<file path="config.mk">
export PLATFORM = sky130hd
export DESIGN_NAME = fb_scan_arbiter
export DESIGN_NICKNAME = d
export VERILOG_FILES = /design/src/rtl/fb_pkg.sv /design/src/rtl/fb_swap_ctl.sv /design/src/rtl/fb_scan_arbiter.sv
export SDC_FILE = /design/constraint.sdc
export NUM_CORES = 1
export LEC_CHECK = 0
export ABC_AREA = 1
export BUFFER_PORTS_ARGS = -buffer_cell sky130_fd_sc_hd__buf_2
export CAP_MARGIN = 20
export CORE_MARGIN = 2
export CORE_UTILIZATION = 25
export DETAILED_ROUTE_END_ITERATION = 8
export PLACE_DENSITY = 0.48
export SYNTH_ARGS = -nofsm -noshare
export SYNTH_HDL_FRONTEND = slang
export SYNTH_SLANG_ARGS = --single-unit
export TNS_END_PERCENT = 1
</file>
<file path="constraint.sdc">
create_clock -name iCLK -period 3.2 [get_ports iCLK]
set_input_delay 0.64 -clock iCLK [delete_from_list [all_inputs] [get_ports iCLK]]
set_output_delay 0.64 -clock iCLK [all_outputs]
set_load 0.1 [all_outputs]
</file>
<file path="src/rtl/fb_pkg.sv">
// Shared frame-buffer constants and arbiter state encoding.
// Also imported by the VGA timing generator.
package fb_pkg;

    localparam int unsigned ADDR_W   = 22;
    localparam int unsigned DATA_W   = 16;
    localparam int unsigned FB_WORDS = 307200;

    localparam logic [ADDR_W-1:0] FB0_BASE = '0;
    localparam logic [ADDR_W-1:0] FB1_BASE = ADDR_W'(FB_WORDS);

    typedef enum logic [1:0] {
        IDLE    = 2'd0,
        VID_CMD = 2'd1,
        DRW_CMD = 2'd2
    } arb_state_t;

    // Physical address of a word in buffer 'sel'; the sum wraps at 22 bits.
    function automatic logic [ADDR_W-1:0] buf_addr(input logic sel,
                                                   input logic [ADDR_W-1:0] offset);
        return (sel ? FB1_BASE : FB0_BASE) + offset;
    endfunction

endpackage

</file>
<file path="src/rtl/fb_swap_ctl.sv">
// Double-buffer swap control: latches a swap request and flips the front
// buffer at the next top-of-screen pulse.
module fb_swap_ctl (
    input  logic iCLK,
    input  logic iRST_N,
    input  logic iTopOfScreen,
    input  logic iSwap_req,
    output logic oSwap_pending,
    output logic oSwap_done,
    output logic oFront
);

    // NOTE: sequential state uses non-blocking assignments so every register
    // samples the pre-edge values of the others.
    always_ff @(posedge iCLK or negedge iRST_N) begin
        if (!iRST_N) begin
            oFront        <= 1'b0;
            oSwap_pending <= 1'b0;
            oSwap_done    <= 1'b0;
        end else begin
            oSwap_done <= 1'b0;
            // A request arriving together with top-of-screen is taken at once.
            if (iTopOfScreen && (oSwap_pending || iSwap_req)) begin
                oFront        <= ~oFront;
                oSwap_pending <= 1'b0;
                oSwap_done    <= 1'b1;
            end else if (iSwap_req) begin
                oSwap_pending <= 1'b1;
            end
        end
    end

endmodule

</file>
<file path="src/rtl/fb_scan_arbiter.sv">
// Arbitrates scan-out reads (priority) and draw writes onto one memory port,
// mapping offsets into the front or back frame buffer.
module fb_scan_arbiter
    import fb_pkg::*;
(
    input  logic              iCLK,
    input  logic              iRST_N,
    input  logic              iTopOfScreen,
    input  logic              iVid_req,
    input  logic [ADDR_W-1:0] iVid_offset,
    output logic              oVid_gnt,
    output logic [DATA_W-1:0] oVid_rdata,
    output logic              oVid_rvalid,
    input  logic              iDrw_req,
    input  logic [ADDR_W-1:0] iDrw_offset,
    input  logic [DATA_W-1:0] iDrw_wdata,
    output logic              oDrw_gnt,
    input  logic              iSwap_req,
    output logic              oSwap_pending,
    output logic              oSwap_done,
    output logic              oFront,
    output logic [ADDR_W-1:0] oMem_addr,
    output logic              oMem_rd,
    output logic              oMem_wr,
    output logic [DATA_W-1:0] oMem_wdata,
    input  logic              iMem_wait,
    input  logic [DATA_W-1:0] iMem_rdata,
    input  logic              iMem_rvalid
);

    arb_state_t state;

    fb_swap_ctl u_swap_ctl (
        .iCLK          (iCLK),
        .iRST_N        (iRST_N),
        .iTopOfScreen  (iTopOfScreen),
        .iSwap_req     (iSwap_req),
        .oSwap_pending (oSwap_pending),
        .oSwap_done    (oSwap_done),
        .oFront        (oFront)
    );

    // NOTE: grants decode the registered state with the live stall input so
    // they pulse in the acceptance cycle itself, not one cycle later.
    assign oVid_gnt = (state == VID_CMD) && !iMem_wait;
    assign oDrw_gnt = (state == DRW_CMD) && !iMem_wait;

    // Base buffer is sampled here, so a later swap cannot move an issued command.
    always_ff @(posedge iCLK or negedge iRST_N) begin
        if (!iRST_N) begin
            state      <= IDLE;
            oMem_rd    <= 1'b0;
            oMem_wr    <= 1'b0;
            oMem_addr  <= '0;
            oMem_wdata <= '0;
        end else begin
            case (state)
                IDLE: begin
                    if (iVid_req) begin
                        state     <= VID_CMD;
                        oMem_rd   <= 1'b1;
                        oMem_addr <= buf_addr(oFront, iVid_offset);
                    end else if (iDrw_req) begin
                        state      <= DRW_CMD;
                        oMem_wr    <= 1'b1;
                        oMem_addr  <= buf_addr(!oFront, iDrw_offset);
                        oMem_wdata <= iDrw_wdata;
                    end
                end
                VID_CMD, DRW_CMD: begin
                    if (!iMem_wait) begin
                        state   <= IDLE;
                        oMem_rd <= 1'b0;
                        oMem_wr <= 1'b0;
                    end
                end
                default: begin
                    state   <= IDLE;
                    oMem_rd <= 1'b0;
                    oMem_wr <= 1'b0;
                end
            endcase
        end
    end

    always_ff @(posedge iCLK or negedge iRST_N) begin
        if (!iRST_N) begin
            oVid_rdata  <= '0;
            oVid_rvalid <= 1'b0;
        end else begin
            oVid_rdata  <= iMem_rdata;
            oVid_rvalid <= iMem_rvalid;
        end
    end

endmodule
</file>
==> results of run 1 <==
## logic make-up (layout without fill, tap and decap cells)
group	Yosys count	after routing	share of synthesized area, %
mux	16	16	7.01
flops	62	62	51.7
simple gates	157	157	21.9
xor+xnor	5	5	1.46
buf+inv	33	186	5.34
fa+ha+maj	13	13	5.92
compound gates	34	34	6.63
## layout make-up
cell class                 instances  share of cell area [%]
clock buffer                       9                    5.42
clock inverter                     7                    1.78
inverter                          24                    2.35
multi-input combinational        225                    31.0
sequential                        62                    37.4
tap                              147                    4.43
timing repair buffer             146                    17.7
## metrics by stage
stage / instances / cell area, um^2
6_report: 620 / 4150
5_1_grt: 620 / 4150
4_1_cts: 620 / 4150
3_5_place_dp: 604 / 3850
3_3_place_gp: 604 / 3850
2_1_floorplan: 320 / 3000
## sequential cells by signal (all words and copies together) (netlist names)
| register | cells |
|---|---|
| state | 2 |
| oMem_wr | 1 |
| oMem_addr | 22 |
| oVid_rvalid | 1 |
| u_swap_ctl.oSwap_done | 1 |
| oMem_wdata | 16 |
| oVid_rdata | 16 |
| oMem_rd | 1 |
| u_swap_ctl.oFront | 1 |
| u_swap_ctl.oSwap_pending | 1 |
## cells in the final DEF (no fill, tap or decap), drive strengths merged
cell type  netlist  routed
fa               2       2
nand4            2       2
inv             23      24
xnor2            2       2
nand2           96      96
o21bai           1       1
nand3b           2       2
buf              6     146
mux2            16      16
nand3           21      21
nor3             2       2
xor2             3       3
clkinvlp         0       1
bufinv           0       1
dfrtp           62      62
nor2            34      34
o21ai           10      10
a21oi            5       5
a31oi           16      16
ha              11      11
clkinv           1       5
clkbuf           3       9
o22ai            2       2
## routing by layer
metal	vias to the layer above	routed length, um	track usage [%]
li1	1346	-	-
met2	119	3880	22.2
met4	0	107	4.88
met5	-	0	0
met1	1225	3880	17.4
met3	9	677	4.52
## critical path, stage by stage, from the launching register on
cell	delay, ps
dfrtp_1	500
inv_1	240
ha_1	210
inv_1	60
fa_1	350
inv_1	70
nand2_1	90
o21bai_2	190
nand2_1	90
nand2_1	60
nand2_1	40
nand3_1	60
nand2_1	70
nand2_1	50
nand2_1	50
## final timing paths
kind / startpoint / endpoint / cells after the start
min: iMem_rdata[3] / oVid_rdata[3] / 1
max: u_swap_ctl.oFront / oMem_addr[20] / 14
min in group asynchronous: iRST_N / oVid_rdata[10] / 2
min reg2reg: oMem_addr[19] / oMem_addr[19] / 2
max reg2reg: u_swap_ctl.oFront / oMem_addr[20] / 14
max in group asynchronous: iRST_N / oMem_addr[12] / 2
==> results.json, run 1 <==
{
  "finalClockSkew_ps": 5.62,
  "ant_nets": 0,
  "critPathKind": "register to register",
  "fillers": 1240,
  "fin_setup_tns_ps": 0,
  "clock-sinks": 62,
  "grt_setup_unrepaired": "false",
  "hold_viol": 0,
  "dieArea_um2": 12900,
  "clock_latency_ps": 320,
  "htree_num_levels": 3,
  "antenna_found_initial": 0,
  "synth_nets": 417,
  "crit_path_max_fanout": 8,
  "drc_errors": 0,
  "syn_to_final_growth_pct": 38.5,
  "clock_path_buffers": 2,
  "arrival_ps": 2450,
  "timing.fmax_mhz": 448,
  "synthArstFlopShare_pct": 100,
  "numPortBuffers": 145,
  "cp-end-kind": "register",
  "cts_resized": 0,
  "finalSetupViolCount": 0,
  "netlist_instances": 320,
  "ff_latch_area_um2": 1550,
  "place_ws_ps": 909,
  "synth_area_um2": 3000,
  "yosys_register_bits": 62,
  "grt_start_max_net_pins": 63,
  "ctsHoldBuffers": 0,
  "core_um2": 11900,
  "yosysSeqAreaShare_pct": 51.7,
  "ff2ff_setup_slack_ps": 970,
  "synth_edf_count": 0,
  "grt_overflow": 0,
  "relSlewSlack_pct": 44.2,
  "grt_pass1_vias": 2678,
  "avgSynthCellArea_um2": 9.37,
  "wl_per_cell_um": 13.8,
  "track_usage_pct": 13.8,
  "fp.dieH_um": 114,
  "wl_um": 8540,
  "yosysTopAreaCell": "dfrtp_1",
  "gp_congestion": 0.793,
  "ys_top_cells_by_count": "nand2_1 (94), dfrtp_1 (62), nor2_1 (33), nand3_1 (21), inv_1 (20)",
  "synth.most_common_cell": "nand2_1",
  "synth_cell_types": 29,
  "fin_util_pct": 35.0,
  "yosys.area.top_type_share_pct": 51.7,
  "firstDrtPassIters": 4,
  "layout-drive-gt1-share_pct": 39.3,
  "path_clk_slew_ps": 60,
  "clockRootBuffer": "clkbuf_16",
  "setup_ws_ps": 966,
  "worstHoldPathType": "input port to register",
  "numCtsBuffers": 9,
  "nNetsFinal": 565,
  "status": "finished, final reports clean",
  "antenna_cells": 0,
  "synth_warnings": 0,
  "worstSetupStartpointType": "register",
  "multi_input_area_um2": 1290,
  "avgViaCountPerCell": 4.35,
  "drt_iter0_markers": 176,
  "dp_hpwl_um": 6390,
  "start_util_pct": 25.3,
  "cp_data_required_time_ps": 3420,
  "max_slew.worst_pin.slew_ps": 838,
  "num_rows": 40,
  "tritoncts": "built",
  "cap_violations": 0,
  "period_minus_slack_ps": 2230,
  "io_pins": 146,
  "post_cts_buffers": 0,
  "hold_slack_ps": 414,
  "fp.dieW_um": 114,
  "post-route-period-util_pct": 69.8,
  "drv_slew": 0,
  "synthTopCellsByArea": "dfrtp_1 (52%), nand2_1 (12%), ha_1 (4.6%)",
  "num_vias": 2699,
  "grt_pass1_wl_um": 13700,
  "synthFlopType": "dfrtp_1"
}
Power of run 1 is not shown: default switching activity piles up to over one toggle a cycle in this logic, so the estimate is an artifact.
==> run 2: changes to the inputs <==
--- a/config.mk
+++ b/config.mk
@@ -5,7 +5,7 @@
 export SDC_FILE = /design/constraint.sdc
 export NUM_CORES = 1
 export LEC_CHECK = 0
-export ABC_AREA = 1
+export ABC_AREA = 0
 export BUFFER_PORTS_ARGS = -buffer_cell sky130_fd_sc_hd__buf_2
 export CAP_MARGIN = 20
 export CORE_MARGIN = 2
==> constraint.sdc (replaced) <==
create_clock -name iCLK -period 2.15 [get_ports iCLK]
set_input_delay 0.43 -clock iCLK [delete_from_list [all_inputs] [get_ports iCLK]]
set_output_delay 0.43 -clock iCLK [all_outputs]
set_load 0.1 [all_outputs]
==> run 2 against run 1 <==
Against the previous run:
- first-iteration DRC count is 66% lower
- area after synthesis is 6.5% lower
- non-clock buffer count is 8 higher
- core utilization is 1.8 points higher
- via count is 13% lower
- flip-flop and latch count stayed put
- wire length is 9.5% lower
- maximum frequency is 8.1% higher
- critical path depth is 5 lower
- sequential share of layout area is 1.5 points higher
- largest cell class unchanged
- highest routed layer unchanged
==> results.json, run 2 <==
{
  "drv_slew": 0,
  "htree_num_levels": 3,
  "synth.most_common_cell": "dfrtp_1",
  "numCtsBuffers": 9,
  "grt_pass1_vias": 2400,
  "hold_viol": 0,
  "r2r-start": "u_swap_ctl.oFront",
  "fillers": 1134,
  "wl_um": 7730,
  "tritoncts": "built",
  "grt_setup_unrepaired": "true",
  "ff_latch_area_um2": 1560,
  "routed-wl-met2_um": 4050,
  "avgViaCountPerCell": 4.33,
  "finalNonFillerCells": 541,
  "clock_latency_ps": 340,
  "path_delay_family": "adder cells",
  "dp_hpwl_um": 5970,
  "drt_iter0_markers": 60,
  "path_clk_slew_ps": 80,
  "layout-drive-gt1-share_pct": 44.6,
  "critPathLaunch": "u_swap_ctl.oFront",
  "start_util_pct": 25.8,
  "timing.fmax_mhz": 484,
  "dieArea_um2": 12100,
  "synth_warnings": 0,
  "synth_edf_count": 0,
  "yosysTopAreaCell": "dfrtp_1",
  "synthTopCellsByArea": "dfrtp_1 (55%), mux2_1 (6.4%), mux2i_1 (5.0%)",
  "worstHoldPathType": "input port to register",
  "met3_length_um": 432,
  "dp.cells": 524,
  "top_layer_used": "met4",
  "grt_overflow": 0,
  "synth_nets": 337,
  "max_slew.worst_pin.slew_ps": 512,
  "fin_setup_tns_ps": 0,
  "wl_per_cell_um": 14.3,
  "final_cell_mix": "buf_2 (145), dfrtp_1 (61), nand2_1 (28), o21ai_0 (18), mux2_1 (16)",
  "clock_path_buffers": 2,
  "yosys_register_bits": 62,
  "numPortBuffers": 145,
  "critPathBufInv": 2,
  "multi_input_area_um2": 1200,
  "grt_start_max_net_pins": 57,
  "largest_register_ffs": 22,
  "status": "finished, final reports clean",
  "fin_util_pct": 36.8,
  "reg_top3": "oMem_addr: 22 flops, oMem_wdata: 16 flops, oVid_rdata: 16 flops",
  "cap_violations": 0,
  "firstDrtPassIters": 4,
  "relSlewSlack_pct": 66.1,
  "top_register": "oMem_addr",
  "antenna_cells": 0,
  "synth_cell_types": 38,
  "final_common_cell": "buf_2",
  "avgSynthCellArea_um2": 11.7,
  "synthFlopType": "dfrtp_1",
  "synthArstFlopShare_pct": 100,
  "crit_path_max_fanout": 4,
  "slowest_delay_ps": 480,
  "critPathKind": "register to register",
  "nNetsFinal": 493,
  "cp_data_required_time_ps": 2400,
  "worstSetupStartpointType": "register",
  "fp.dieH_um": 110,
  "post-route-period-util_pct": 96.2,
  "crit_chain": "inv_2 -> ha_2 -> inv_1 -> fa_1 -> and3b_1 -> or2_1 -> nand3_1 -> xor2_1 -> o221ai_1",
  "antenna_found_initial": 0,
  "period_minus_slack_ps": 2070,
  "yosys.area.top_type_share_pct": 55.3,
  "finalClockSkew_ps": 5.30,
  "cp-end-kind": "register",
  "ys_top_cells_by_count": "dfrtp_1 (62), nand2_1 (28), o21ai_0 (18), mux2_1 (16), mux2i_1 (14)",
  "grt_pass1_wl_um": 11900,
  "setup_ws_ps": 82.7,
  "yosysSeqAreaShare_pct": 55.3,
  "clockRootBuffer": "clkbuf_8",
  "drc_errors": 0,
  "m1WireLength_um": 3120,
  "finalSetupViolCount": 0,
  "track_usage_pct": 13.1,
  "num_rows": 38,
  "num_vias": 2344,
  "syn_to_final_growth_pct": 42.9,
  "ant_nets": 0,
  "core_um2": 10900,
  "netlist_instances": 240,
  "arrival_ps": 2320,
  "io_pins": 146,
  "cpMaxStageDelayCell": "dfrtp_4",
  "synth_area_um2": 2800,
  "fp.dieW_um": 110,
  "gp_congestion": 0.765,
  "place_ws_ps": -1.60,
  "clock-sinks": 62,
  "hp-start": "iMem_rdata[7]"
}
-- run 2: cell types whose count changed in the layout (fill, tap and decap cells not counted), moves of 9 or more --
cell,previous run,this run
clkbuf_16,9,0
nand3_1,21,6
nor2_1,33,7
clkbuf_8,0,9
inv_1,20,8
nand2_1,94,28
mux2_1,0,16
mux2i_1,0,14
a31oi_1,16,3
-- run 2: stage by stage --
| stage | instance area [um^2] | hold WS, ps |
|---|---|---|
| floorplan | 2810 | 134 |
| global placement | 3750 | 277 |
| detailed placement | 3750 | 280 |
| CTS | 4000 | 176 |
| global route | 4010 | 169 |
| finish | 4010 | 194 |
-- run 2: cell families after synthesis --
logic type	after synthesis	share of synthesized area, %
buffers and inverters	18	2.81
adder cells (fa/ha/maj)	13	6.34
multiplexers	30	11.4
XOR/XNOR	15	4.69
AO/OA/AOI/OAI	50	10.9
AND/OR/NAND/NOR	52	8.48
flip-flops	62	55.3
-- run 2: area by class of cell --
| cell class | count | share of cell area [%] |
|---|---|---|
| Timing Repair Buffer | 154 | 20.5 |
| Clock inverter | 7 | 2.44 |
| Clock buffer | 9 | 3.09 |
| Inverter | 9 | 0.843 |
| Tap cell | 140 | 4.37 |
| Multi-Input combinational cell | 160 | 30.0 |
| Sequential cell | 62 | 38.8 |
-- run 2: worst reg2reg max path, stage by stage, from the launching register on --
cell and delay (ps):
dfrtp_4 480, inv_2 90, ha_2 210, inv_1 60, fa_1 390, and3b_1 240, or2_1 130, nand3_1 90
xor2_1 150, o221ai_1 160
-- run 2: final timing paths --
path | endpoint | slack (ps) | cells after the start
min in group asynchronous | oVid_rdata[2] | 450 | 2
worst min-delay path | oVid_rdata[7] | 190 | 1
worst max-delay path | oMem_addr[18] | 80 | 9
max in group asynchronous | u_swap_ctl.oFront | 1130 | 3
worst max register to register | oMem_addr[18] | 80 | 9
worst min register to register | oMem_addr[12] | 480 | 2
-- run 2: what timing repair did --
item / in CTS / in global routing
hold endpoints to repair: 6 / 0
buffers inserted: 0 / 0
hold buffers: 1 / 0
setup endpoints to repair: 2 / 4
resized for setup: 2 / 3
-- run 2: routing by layer --
metal	track usage [%]	vias to the layer above
met4	5.97	0
met5	0	-
li1	-	1144
met2	23.3	66
met1	15.3	1124
met3	2.43	10
Power of run 2 is left out for the same reason.
